<file path="config.mk">
export PLATFORM = sky130hd
export DESIGN_NAME = pow2_seq
export DESIGN_NICKNAME = d
export VERILOG_FILES = /design/src/rtl/pow2_pkg.sv /design/src/rtl/pow2_seq.sv
export SDC_FILE = /design/constraint.sdc
export NUM_CORES = 1
export LEC_CHECK = 0
export BUFFER_PORTS_ARGS = -buffer_cell sky130_fd_sc_hd__buf_2
export CAP_MARGIN = 20
export CELL_PAD_IN_SITES_DETAIL_PLACEMENT = 0
export CELL_PAD_IN_SITES_GLOBAL_PLACEMENT = 2
export CORE_MARGIN = 10
export CORE_UTILIZATION = 34
export CTS_CLUSTER_DIAMETER = 40
export DETAILED_ROUTE_END_ITERATION = 16
export PLACE_DENSITY = 0.85
export SETUP_SLACK_MARGIN = 0.2
export SLEW_MARGIN = 20
export SYNTH_ARGS = -nofsm -noshare
export SYNTH_HDL_FRONTEND = slang
export SYNTH_SLANG_ARGS = --single-unit
</file>
<file path="constraint.sdc">
create_clock -name clk -period 2.8 [get_ports clk]
set_clock_uncertainty 0.2 [all_clocks]
set_input_delay 0.56 -clock clk [delete_from_list [all_inputs] [get_ports clk]]
set_output_delay 0.56 -clock clk [all_outputs]
set_load 0.02 [all_outputs]
</file>
<file path="src/rtl/pow2_pkg.sv">
// rtl/pow2_pkg.sv - shared state encoding for the one-hot/log sequencers
package pow2_pkg;

  typedef enum logic [1:0] {
    IDLE  = 2'd0,
    SHIFT = 2'd1,
    DONE  = 2'd2
  } state_t;

endpackage

</file>
<file path="src/rtl/pow2_seq.sv">
// rtl/pow2_seq.sv - sequential 2**degree generator, one left shift per clock
module pow2_seq
  import pow2_pkg::*;
#(
  parameter int WIDTH = 8,
  localparam int DEG_W = $clog2(WIDTH)
) (
  input  logic             clk,
  input  logic             rst_n,
  input  logic             in_valid,
  output logic             in_ready,
  input  logic [DEG_W-1:0] in_degree,
  output logic             out_valid,
  input  logic             out_ready,
  output logic [WIDTH-1:0] out_data,
  output logic [DEG_W-1:0] out_degree
);

  state_t           state, state_n;
  logic [DEG_W-1:0] cnt;

  always_ff @(posedge clk or negedge rst_n) begin
    if (!rst_n) begin
      state <= IDLE;
    end else begin
      state <= state_n;
    end
  end

  always_comb begin
    state_n   = state;
    in_ready  = 1'b0;
    out_valid = 1'b0;
    case (state)
      IDLE: begin
        in_ready = 1'b1;
        if (in_valid) begin
          state_n = (in_degree == '0) ? DONE : SHIFT;
        end
      end
      SHIFT: begin
        if (cnt == DEG_W'(1)) begin
          state_n = DONE;
        end
      end
      DONE: begin
        out_valid = 1'b1;
        if (out_ready) begin
          state_n = IDLE;
        end
      end
      default: state_n = IDLE;
    endcase
  end

  // The counter starts at the degree, so the single 1 stops exactly at bit degree.
  always_ff @(posedge clk or negedge rst_n) begin
    if (!rst_n) begin
      out_data   <= '0;
      out_degree <= '0;
      cnt        <= '0;
    end else begin
      case (state)
        IDLE: begin
          if (in_valid) begin
            out_data   <= WIDTH'(1);
            out_degree <= in_degree;
            cnt        <= in_degree;
          end
        end
        SHIFT: begin
          out_data <= {out_data[WIDTH-2:0], 1'b0};
          cnt      <= cnt - 1'b1;
        end
        default: ;
      endcase
    end
  end

endmodule

</file>
Yosys cells after proc, flatten, opt, wreduce, memory -nomap -nowiden
Cells that the tools add are included.

Multiply operators: 0. Div/mod/pow operators: 0. Mux-type cells: 11. Magnitude comparators: 0. Equality and inequality tests: 6. Bitwise gates (word level): 0. Reduce and logical (&&, ||, !) cells: 6. $add $sub $neg: 1. Shift-type cells: 0.

Operator list (number): 8-bit case mux with 2 select lines (1); 2-bit two-way mux (4); 8-bit two-way mux (1); 2-bit inequality test (second input constant) (3); 2-bit case mux with 3 select lines (1); 3-bit case mux with 2 select lines (1); 2-bit AND reduction (2); 3-bit by 1-bit == test with 1-bit output (second input constant) (1); 3-bit logical NOT (1); 3-bit two-way mux (1); 3-bit AND reduction (1); 3-bit by 1-bit subtractor with 3-bit output (second input constant) (1); 2-bit by 1-bit == test with 1-bit output (second input constant) (1); 2-bit == test (second input constant) (1); 2-bit logical NOT (1); 1-bit two-way mux (2); 2-bit nonzero test (1).

Output and inout port bits: 13. Logic and storage cells: 28. Input bits: 7. Latch bits: 0. ROM bits: 0. Memory bits (writable): 0. Register bits: 16. Memories: 0.

Longest topological paths before layout
Gate-level depths: netlist of the first run.

Depth in word-level cells: 4. Depth in mapped cells: 5.

Worst setup path before layout of the first run
Ideal clock, no wire load.

Path kind: register to output. Start: register state[0]. End: output port in_ready. Setup slack: 1.166 ns. Data arrival time: 0.874 ns. Cell stages (with the launch flop): 3. Buffers on the path: 1. Data required time: 2.040 ns. Cells stage by stage: dfrtp_1 -> buf_6 -> nor2_1.

Cells in the longest elaborated chain, start to end: 2.

Ends and longest elaborated chain: from (decl) (line pow2_seq.sv:19) `state_t state, state_n;`; from (signal assigned) (line pow2_seq.sv:26) `state <= state_n;`; 2-bit logical NOT (line pow2_seq.sv:34) `case (state)`; 1-bit two-way mux (line pow2_seq.sv:34); to (decl) (line pow2_seq.sv:11) `output logic in_ready,`.

Every way passes these cells.

Final worst setup path of the first run
Start: register state[1]. End: output port out_valid.

Cells in the longest elaborated chain, start to end: 2.

Ends and longest elaborated chain: 2-bit == test (line pow2_seq.sv:34); 1-bit two-way mux (line pow2_seq.sv:34); to (decl) (line pow2_seq.sv:13) `output logic out_valid,`.

Every way passes these cells.

==> results.sh, run 1 <==
export IMPL_status="complete, no violations"
export IMPL_h_tree_depth=1
export IMPL_final_common_cell="buf_2"
export IMPL_reg2reg_to="state[1]$_DFFE_PN0P_"
export IMPL_synthTopCellsByArea="dfrtp_1 (53%), a22o_1 (8.2%), mux2_2 (4.5%)"
export IMPL_fin_hold_ws_ns=0.312
export IMPL_path_buf_inv=1
export IMPL_final_period_utilization_pct=72.8
export IMPL_crit_fanout=11
export IMPL_drive_gt1_share_pct=32.9
export IMPL_ant_nets=0
export IMPL_post_dp_hpwl_um=1160
export IMPL_setup_violations=0
export IMPL_clk_pin_slew_worst_paths_ns=0.09
export IMPL_final_cells=112
export IMPL_ctsResizeCount=0
export IMPL_crit_family="flip-flops"
export IMPL_critPathCaptureType="primary output"
export IMPL_grt_pass1_wl_um=2670
export IMPL_yosysSeqAreaShare_pct=53.4
export IMPL_clock_fmax_mhz=490
export IMPL_crit_required_ns=2.04
export IMPL_worst_path_largest_cell_delay_ns=0.58
export IMPL_r2r_start="state[0]$_DFFE_PN0P_"
export IMPL_cp_num_cells=2
export IMPL_grt_overflow=0
export IMPL_place_congestion=0.770
export IMPL_grt_pass1_vias=554
export IMPL_dp_cells=107
export IMPL_synth_cell_types=20
export IMPL_grt_setup_unrepaired="false"
export IMPL_initial_core_util_pct=37.1
export IMPL_maxCapViolations=0
export IMPL_holdCritPathClass="reg2reg"
export IMPL_min_period_ns=2.04
export IMPL_tightestPinTransition_ns=0.586
export IMPL_wl_per_cell_um=14.1
export IMPL_peakVddDrop_v=0.000474
export IMPL_crit_type="reg2out"
export IMPL_yosys_area_top_type="dfrtp_1"
export IMPL_worstSkewPairLatency_ns=0.28
export IMPL_cts_hold_buffers=1
export IMPL_regToRegSetupSlack_ns=1.05
export IMPL_layout_nets=95
export IMPL_grt_max_degree=17
export IMPL_numCtsBuffers=3
export IMPL_diodes=0
export IMPL_core_area_mm2=0.00202
export IMPL_synth_top_area_share_pct=53.4
export IMPL_drtIter0Drc=24
export IMPL_top_level_ports=20
export IMPL_critPathSlowestCell="dfrtp_1"
export IMPL_crit_end="out_valid"
export IMPL_crit_arrival_ns=1.28
export IMPL_yosysWarnings=0
export IMPL_area_delta_synth_final_pct=19.4
export IMPL_cts_tree="built"
export IMPL_drc=0
export IMPL_ys_ff_latch=16
export IMPL_drv_slew=0
export IMPL_die_w_um=67.0
export IMPL_fin_setup_tns_ns=0
export IMPL_avgSynthCellArea_um2=11.7
export IMPL_dieHeight_um=67.0
export IMPL_start_kind="register"
export IMPL_r2r_cells=3
export IMPL_num_rows=16
export IMPL_syn_num_nets=73
export IMPL_firstDrtPassIters=4
export IMPL_io_buffers=19
export IMPL_grt_antenna_before_repair=0
export IMPL_hold_viol=0
export IMPL_vias=545
export IMPL_clock_root_buffer="clkbuf_4"
export IMPL_synth_cells=64
export IMPL_totalWireLength_um=1580
export IMPL_die_area_mm2=0.00448
export IMPL_slew_headroom_pct=60.9
export IMPL_p_leak_nw=0.450
export IMPL_routed_via_density=4.87
export IMPL_syn_cell_area_um2=749
export IMPL_grt_use_total_pct=7.80
export IMPL_worstPathCellList="nor2b_1 -> buf_2"
export IMPL_n_fill_cell=208
export IMPL_startpoint="state[1]$_DFFE_PN0P_"
export IMPL_clock_sinks=16
export IMPL_post_cts_buffers=0
export IMPL_clockBufferDepth=2
export IMPL_mostFrequentLayoutCells="buf_2 (19), dfrtp_1 (16), inv_1 (7), a22o_1 (7), a21oi_1 (5)"
export IMPL_power_density_mw_per_mm2=1180
[power by group]
| group | switching (mW) | internal [mW] |
|---|---|---|
| clock network | 0.0718 | 0.0790 |
| registers | 0.110 | 0.334 |
| logic | 0.260 | 0.201 |
[kinds of logic (layout without fill, tap and decap cells)]
kind of cell | Yosys count | after routing | share of synthesized area, %
AOI/OAI and AO/OA | 19 | 19 | 19.2
adders and majority gates | 2 | 2 | 3.34
buffers and inverters | 10 | 31 | 7.51
DFF | 16 | 16 | 53.4
and+or+nand+nor | 14 | 14 | 12.0
muxes | 3 | 3 | 4.51
[registers in the layout, summed over array words and instances (netlist names)]
register and cells:
state 2, out_data 8, cnt 3, out_degree 3
[area by class of cell]
| type | count | area (um2) | share of cell area (%) |
|---|---|---|---|
| Clock buffer | 4 | 36.3 | 4.06 |
| Inverter | 7 | 26.3 | 2.94 |
| Multi-Input combinational cell | 38 | 293 | 32.7 |
| Sequential cell | 16 | 400 | 44.8 |
| Tap cell | 27 | 33.8 | 3.78 |
| Timing Repair Buffer | 20 | 105 | 11.7 |
[through the flow]
step                      utilization [%]  total power [mW]  setup slack, ns  area (um2)
after floorplan                         -             0.798             1.17         749
after global placement               42.0             0.915             1.06         848
after detailed placement             42.0             0.918             1.07         848
after CTS                            44.2              1.07            0.747         895
after global routing                 44.2              1.15            0.672         895
final                                44.2              1.06            0.761         895
[worst min-delay path by stage]
stage	to	cells after the start	slack, ns	from
2_1_floorplan	cnt[0]$_DFFE_PN0P_	0	0.06	rst_n
3_3_place_gp	out_degree[0]$_DFFE_PN0P_	1	0.29	rst_n
3_5_place_dp	out_data[7]$_DFFE_PN0P_	1	0.29	out_data[7]$_DFFE_PN0P_
4_1_cts	out_data[7]$_DFFE_PN0P_	1	0.31	out_data[7]$_DFFE_PN0P_
5_1_grt	out_degree[1]$_DFFE_PN0P_	2	0.33	in_degree[1]
6_report	out_data[7]$_DFFE_PN0P_	1	0.31	out_data[7]$_DFFE_PN0P_
[cell usage after synthesis]
master and count:
dfrtp_1 16, a22o_1 7, inv_1 7, a21oi_1 5, nor2_1 4, mux2_2 3
nor3b_1 3, o22a_1 3, buf_6 2, ha_1 2, nand2_1 2, nor2b_1 2
a31oi_1 1, a32oi_1 1, buf_4 1, nor3_1 1, nor3b_4 1, o21ai_0 1
o21bai_2 1, or3b_1 1
[routing by layer]
layer  GRT usage [%]  wire length [um]  up-vias
met5               0                 0        -
met4            5.38                28        0
met3            2.34                70        2
met2            11.3               785       16
met1            9.63               690      258
li1                -                 -      269
[worst register-to-register path, stage by stage, from the launching register on]
cell and delay, ns:
dfrtp_1 0.66, nor2b_1 0.56, a32oi_1 0.19, nand2_1 0.08
Note: power is estimated with default switching activity, not from simulation.
==> run 2: changes to the inputs <==
--- a/config.mk
+++ b/config.mk
@@ -10,10 +10,10 @@
 export CELL_PAD_IN_SITES_DETAIL_PLACEMENT = 0
 export CELL_PAD_IN_SITES_GLOBAL_PLACEMENT = 2
 export CORE_MARGIN = 10
-export CORE_UTILIZATION = 34
+export CORE_UTILIZATION = 28
 export CTS_CLUSTER_DIAMETER = 40
 export DETAILED_ROUTE_END_ITERATION = 16
-export PLACE_DENSITY = 0.85
+export PLACE_DENSITY = 0.76
 export SETUP_SLACK_MARGIN = 0.2
 export SLEW_MARGIN = 20
 export SYNTH_ARGS = -nofsm -noshare
==> constraint.sdc (replaced) <==
create_clock -name clk -period 1.8 [get_ports clk]
set_clock_uncertainty 0.2 [all_clocks]
set_input_delay 0.36 -clock clk [delete_from_list [all_inputs] [get_ports clk]]
set_output_delay 0.36 -clock clk [all_outputs]
set_load 0.02 [all_outputs]
==> run 2 against run 1 <==
Against the previous run:
- die area is 15% higher
- flip-flop and latch count unchanged
- sequential power increased by 47%
- routed wire length up 7.0%
- register-to-register slack lost 0.81 ns
- worst setup slack worse by 0.52 ns
- critical path depth up 1
- critical path type is now reg2reg
==> results.sh, run 2 (synthesis gave the netlist of run 1 again) <==
export IMPL_status="complete, no violations"
export IMPL_reg_largest_list="out_data (8), cnt (3), out_degree (3)"
export IMPL_peakVddDrop_v=0.000817
export IMPL_final_util_pct=38.4
export IMPL_numCtsBuffers=3
export IMPL_final_common_cell="buf_2"
export IMPL_routed_via_density=4.56
export IMPL_grt_overflow=0
export IMPL_p_comb_share_pct=50.1
export IMPL_worst_path_largest_cell_delay_ns=0.45
export IMPL_grt_use_total_pct=6.91
export IMPL_io_buffers=19
export IMPL_r2r_cells=3
export IMPL_path_buf_inv=1
export IMPL_setup_violations=0
export IMPL_grt_antenna_before_repair=0
export IMPL_seqPwrFrac_pct=36.4
export IMPL_grt_max_degree=17
export IMPL_r2r_start="state[0]$_DFFE_PN0P_"
export IMPL_clk_pin_slew_worst_paths_ns=0.10
export IMPL_totalWireLength_um=1690
export IMPL_power_switching_mw=0.724
export IMPL_diodes=0
export IMPL_grt_pass1_vias=613
export IMPL_dpl_instance_area_um2=860
export IMPL_crit_end="out_degree[0]$_DFFE_PN0P_"
export IMPL_fin_area_um2=970
export IMPL_critPathSlowestCell="dfrtp_2"
export IMPL_clock_sinks=16
export IMPL_layout_nets=101
export IMPL_die_area_mm2=0.00515
export IMPL_clock_fmax_mhz=640
export IMPL_crit_arrival_ns=1.54
export IMPL_post_dp_hpwl_um=1190
export IMPL_p_leak_nw=0.480
export IMPL_p_int_mw=1.06
export IMPL_sw_frac_of_total_pct=40.7
export IMPL_firstDrtPassIters=2
export IMPL_n_fill_cell=264
export IMPL_num_rows=18
export IMPL_crit_type="reg2reg"
export IMPL_crit_fanout=7
export IMPL_worstPathCellList="buf_4 -> nor3b_4 -> mux2_2"
export IMPL_slew_headroom_pct=76.7
export IMPL_ant_nets=0
export IMPL_fin_setup_tns_ns=0
export IMPL_reg2reg_to="out_degree[0]$_DFFE_PN0P_"
export IMPL_drtIter0Drc=13
export IMPL_place_congestion=0.678
export IMPL_clockBufferDepth=2
export IMPL_critPathCaptureType="register"
export IMPL_crit_family="flip-flops"
export IMPL_tightestPinTransition_ns=0.350
export IMPL_grt_setup_unrepaired="true"
export IMPL_dieHeight_um=71.7
export IMPL_worstSkewPairLatency_ns=0.29
export IMPL_power_frac_clock_pct=13.4
export IMPL_mostFrequentLayoutCells="buf_2 (17), dfrtp_1 (14), inv_1 (7), a22o_1 (7), buf_4 (7)"
export IMPL_start_kind="register"
export IMPL_area_delta_synth_final_pct=29.4
export IMPL_holdCritPathClass="in2reg"
export IMPL_die_w_um=71.7
export IMPL_clock_root_buffer="clkbuf_4"
export IMPL_drv_slew=0
export IMPL_maxCapViolations=0
export IMPL_drc=0
export IMPL_power_density_mw_per_mm2=1840
export IMPL_cp_num_cells=3
export IMPL_core_area_mm2=0.00252
export IMPL_final_period_utilization_pct=86.8
export IMPL_h_tree_depth=1
export IMPL_hold_viol=0
export IMPL_regToRegSetupSlack_ns=0.24
export IMPL_crit_required_ns=1.78
export IMPL_initial_core_util_pct=29.7
export IMPL_vias=552
export IMPL_wl_per_cell_um=13.9
export IMPL_min_period_ns=1.56
export IMPL_drive_gt1_share_pct=40.7
export IMPL_largest_register="out_data"
export IMPL_startpoint="state[0]$_DFFE_PN0P_"
export IMPL_top_level_ports=20
export IMPL_largest_register_ffs=8
export IMPL_cts_tree="built"
export IMPL_grt_pass1_wl_um=2830
==> run 2: repair_timing <==
action	CTS	global route
gates resized for setup	5	3
pin swaps	0	0
setup endpoints to repair	2	6
buffers inserted	5	0
hold buffers	1	0
hold endpoints to repair	16	0
==> run 2: power groups by stage <==
stage                     Clock [mW]  Sequential [mW]  Combinational [mW]
after floorplan                    0            0.770               0.471
after global placement             0            0.692               0.749
after detailed placement           0            0.696               0.757
after CTS                      0.249            0.652               0.881
after global routing           0.272            0.681               0.983
final                          0.239            0.649               0.892
==> run 2: how the worst min path moves through the flow <==
stage            startpoint                         to  slack (ns)  depth (start not counted)
3_5_place_dp          rst_n         cnt[0]$_DFFE_PN0P_        0.09                          1
3_3_place_gp          rst_n         cnt[0]$_DFFE_PN0P_        0.09                          1
4_1_cts        in_degree[1]  out_degree[1]$_DFFE_PN0P_        0.13                          2
2_1_floorplan         rst_n         cnt[0]$_DFFE_PN0P_       -0.14                          0
6_report       in_degree[2]  out_degree[2]$_DFFE_PN0P_        0.14                          2
5_1_grt        in_degree[2]       state[1]$_DFFE_PN0P_        0.14                          4
==> run 2: layout make-up <==
type	instances	area, um2	area share, %
clock buffer	4	36.3	3.74
inverter	7	26.3	2.71
multi-input combinational	38	308	31.7
sequential	16	403	41.5
tap	30	37.5	3.87
timing repair buffer	26	159	16.4
==> run 2: worst register-to-register path, delay by kind of cell, from the launching register on <==
kind,cells,cell delay (ns)
multiplexers,1,0.36
AND/OR/NAND/NOR,1,0.26
buffers and inverters,1,0.18
flip-flops,1,0.45
==> run 2: per-stage QoR <==
stage               power, mW  std cells  setup WS (ns)  hold WS (ns)
finish                   1.78        121          0.238         0.143
global route             1.94        121          0.175         0.136
CTS                      1.78        121          0.202         0.130
detailed placement       1.45        111          0.251        0.0917
global placement         1.44        111          0.274        0.0942
floorplan                1.24         64          0.366        -0.136
==> run 2: layer usage <==
metal	routed length (um)	track usage, %	share of wire [%]	vias up
li1	-	-	-	281
met1	775	7.81	46	257
met2	807	10.9	48	10
met3	52	1.38	3.1	4
met4	51	5.81	3.0	0
met5	0	0	0	-
==> run 3: changes to the inputs <==
--- a/config.mk
+++ b/config.mk
@@ -9,10 +9,11 @@
 export CAP_MARGIN = 20
 export CELL_PAD_IN_SITES_DETAIL_PLACEMENT = 0
 export CELL_PAD_IN_SITES_GLOBAL_PLACEMENT = 2
-export CORE_MARGIN = 10
+export CORE_MARGIN = 2
 export CORE_UTILIZATION = 28
 export CTS_CLUSTER_DIAMETER = 40
 export DETAILED_ROUTE_END_ITERATION = 16
+export MAX_ROUTING_LAYER = met4
 export PLACE_DENSITY = 0.76
 export SETUP_SLACK_MARGIN = 0.2
 export SLEW_MARGIN = 20
==> run 3 against run 2 <==
Against the previous run:
- die area shrank 40%
- largest power group unchanged
- total power grew 0.60%
- worst setup slack gained 0.0066 ns
- design area grew 0.77%
- largest cell class unchanged
- sequential power grew 0.9%
- first-iteration DRC count shrank 38%
- combinational power grew 1%
- global-route usage grew 4.4 points
- cell count is the same
==> results.sh, run 3 (synthesis gave the netlist of run 1 again) <==
export IMPL_status="complete, no violations"
export IMPL_grt_overflow=0
export IMPL_final_common_cell="buf_2"
export IMPL_crit_type="reg2out"
export IMPL_slew_headroom_pct=75.3
export IMPL_drc=0
export IMPL_totalWireLength_um=1530
export IMPL_layout_nets=101
export IMPL_fin_area_um2=977
export IMPL_grt_setup_unrepaired="true"
export IMPL_numCtsBuffers=3
export IMPL_grt_max_degree=17
export IMPL_fin_hold_ws_ns=0.151
export IMPL_fin_ws_ns=0.244
export IMPL_clock_fmax_mhz=643
export IMPL_num_rows=18
export IMPL_grt_antenna_before_repair=0
export IMPL_cts_tree="built"
export IMPL_tightestPinTransition_ns=0.370
export IMPL_core_area_mm2=0.00250
export IMPL_clk_pin_slew_worst_paths_ns=0.09
export IMPL_clock_root_buffer="clkbuf_4"
export IMPL_start_kind="register"
export IMPL_dieHeight_um=55.7
export IMPL_drv_slew=0
export IMPL_drtIter0Drc=8
export IMPL_r2r_cells=3
export IMPL_final_period_utilization_pct=86.4
export IMPL_wl_per_cell_um=12.6
export IMPL_holdCritPathClass="in2reg"
export IMPL_hold_path_depth=2
export IMPL_reg_largest_list="out_data (8), cnt (3), out_degree (3)"
export IMPL_p_leak_nw=0.492
export IMPL_routed_via_density=4.74
export IMPL_post_dp_hpwl_um=1030
export IMPL_top_level_ports=20
export IMPL_final_util_pct=39.1
export IMPL_vias=573
export IMPL_dp_slack_ns=0.249
export IMPL_crit_required_ns=1.24
export IMPL_dpl_instance_area_um2=860
export IMPL_die_area_mm2=0.00311
export IMPL_diodes=0
export IMPL_largest_register_ffs=8
export IMPL_largest_register="out_data"
export IMPL_io_buffers=19
export IMPL_clock_sinks=16
export IMPL_crit_arrival_ns=1.00
export IMPL_dp_cells=111
export IMPL_place_congestion=0.654
export IMPL_crit_fanout=5
export IMPL_power_mw=1.79
export IMPL_firstDrtPassIters=4
export IMPL_hold_viol=0
export IMPL_die_w_um=55.7
export IMPL_setup_violations=0
export IMPL_area_delta_synth_final_pct=30.4
export IMPL_critPathCaptureType="primary output"
export IMPL_grt_use_total_pct=11.3
export IMPL_h_tree_depth=1
export IMPL_worstSkewPairLatency_ns=0.28
export IMPL_power_density_mw_per_mm2=1830
export IMPL_fin_setup_tns_ns=0
export IMPL_peakVddDrop_v=0.000687
export IMPL_initial_core_util_pct=30.0
export IMPL_grt_pass1_vias=611
export IMPL_drive_gt1_share_pct=40.7
export IMPL_min_period_ns=1.56
export IMPL_grt_pass1_wl_um=2730
export IMPL_final_cells=121
export IMPL_mostFrequentLayoutCells="buf_2 (17), dfrtp_1 (14), inv_1 (7), a22o_1 (7), buf_4 (6)"
export IMPL_ant_nets=0
export IMPL_maxCapViolations=0
export IMPL_clockBufferDepth=2
-- run 3: cell count changes in the layout (fill, tap and decap cells not counted) --
cell      previous run  this run
mux2_4               0         3
buf_6                1         2
mux2_2               3         0
o21bai_2             0         1
buf_4                7         6
o21bai_4             1         0
-- run 3: layout make-up --
class | instances | area [um2]
inverters | 7 | 26.3
fillers | 258 | 1520
repair buffers | 26 | 163
well taps | 30 | 37.5
clock buffers | 4 | 36.3
multi-input cells | 38 | 312
flip-flops and latches | 16 | 403
-- run 3: critical path, stage by stage, from the launching register on --
cell and delay, ns:
dfrtp_2 0.45, nor2b_4 0.14, buf_6 0.12
-- run 3: what timing repair did --
action | in CTS | in global routing
setup endpoints to repair | 2 | 5
setup buffers | 5 | 0
hold endpoints to repair | 16 | 0
gates resized for setup | 5 | 6
hold buffers | 1 | 0
pin swaps | 0 | 1
-- run 3: path summary, 6_finish.rpt --
kind / startpoint / end / slack, ns
worst max-delay path: state[1]$_DFFE_PN0P_ / out_valid / 0.24
worst min-delay path: in_degree[1] / out_degree[1]$_DFFE_PN0P_ / 0.15
max in group asynchronous: rst_n / state[0]$_DFFE_PN0P_ / 0.80
worst max register to register: state[0]$_DFFE_PN0P_ / out_degree[1]$_DFFE_PN0P_ / 0.25
worst min register to register: out_data[7]$_DFFE_PN0P_ / out_data[7]$_DFFE_PN0P_ / 0.30
min in group asynchronous: rst_n / out_degree[0]$_DFFE_PN0P_ / 0.31
-- run 3: metal layers --
layer	global-route usage, %	share of wire, %	vias to the layer above	wire length (um)
li1	-	-	282	-
met1	14.0	48	281	728
met2	17.2	48	8	728
met3	1.63	2.8	2	42
met4	7.32	1.8	0	27
met5	-	0	-	0
-- run 3: where the power goes --
group / switching, mW / leakage (nW) / internal (mW)
logic: 0.472 / 0.272 / 0.431
clock network: 0.111 / 0.0210 / 0.123
registers: 0.131 / 0.199 / 0.524
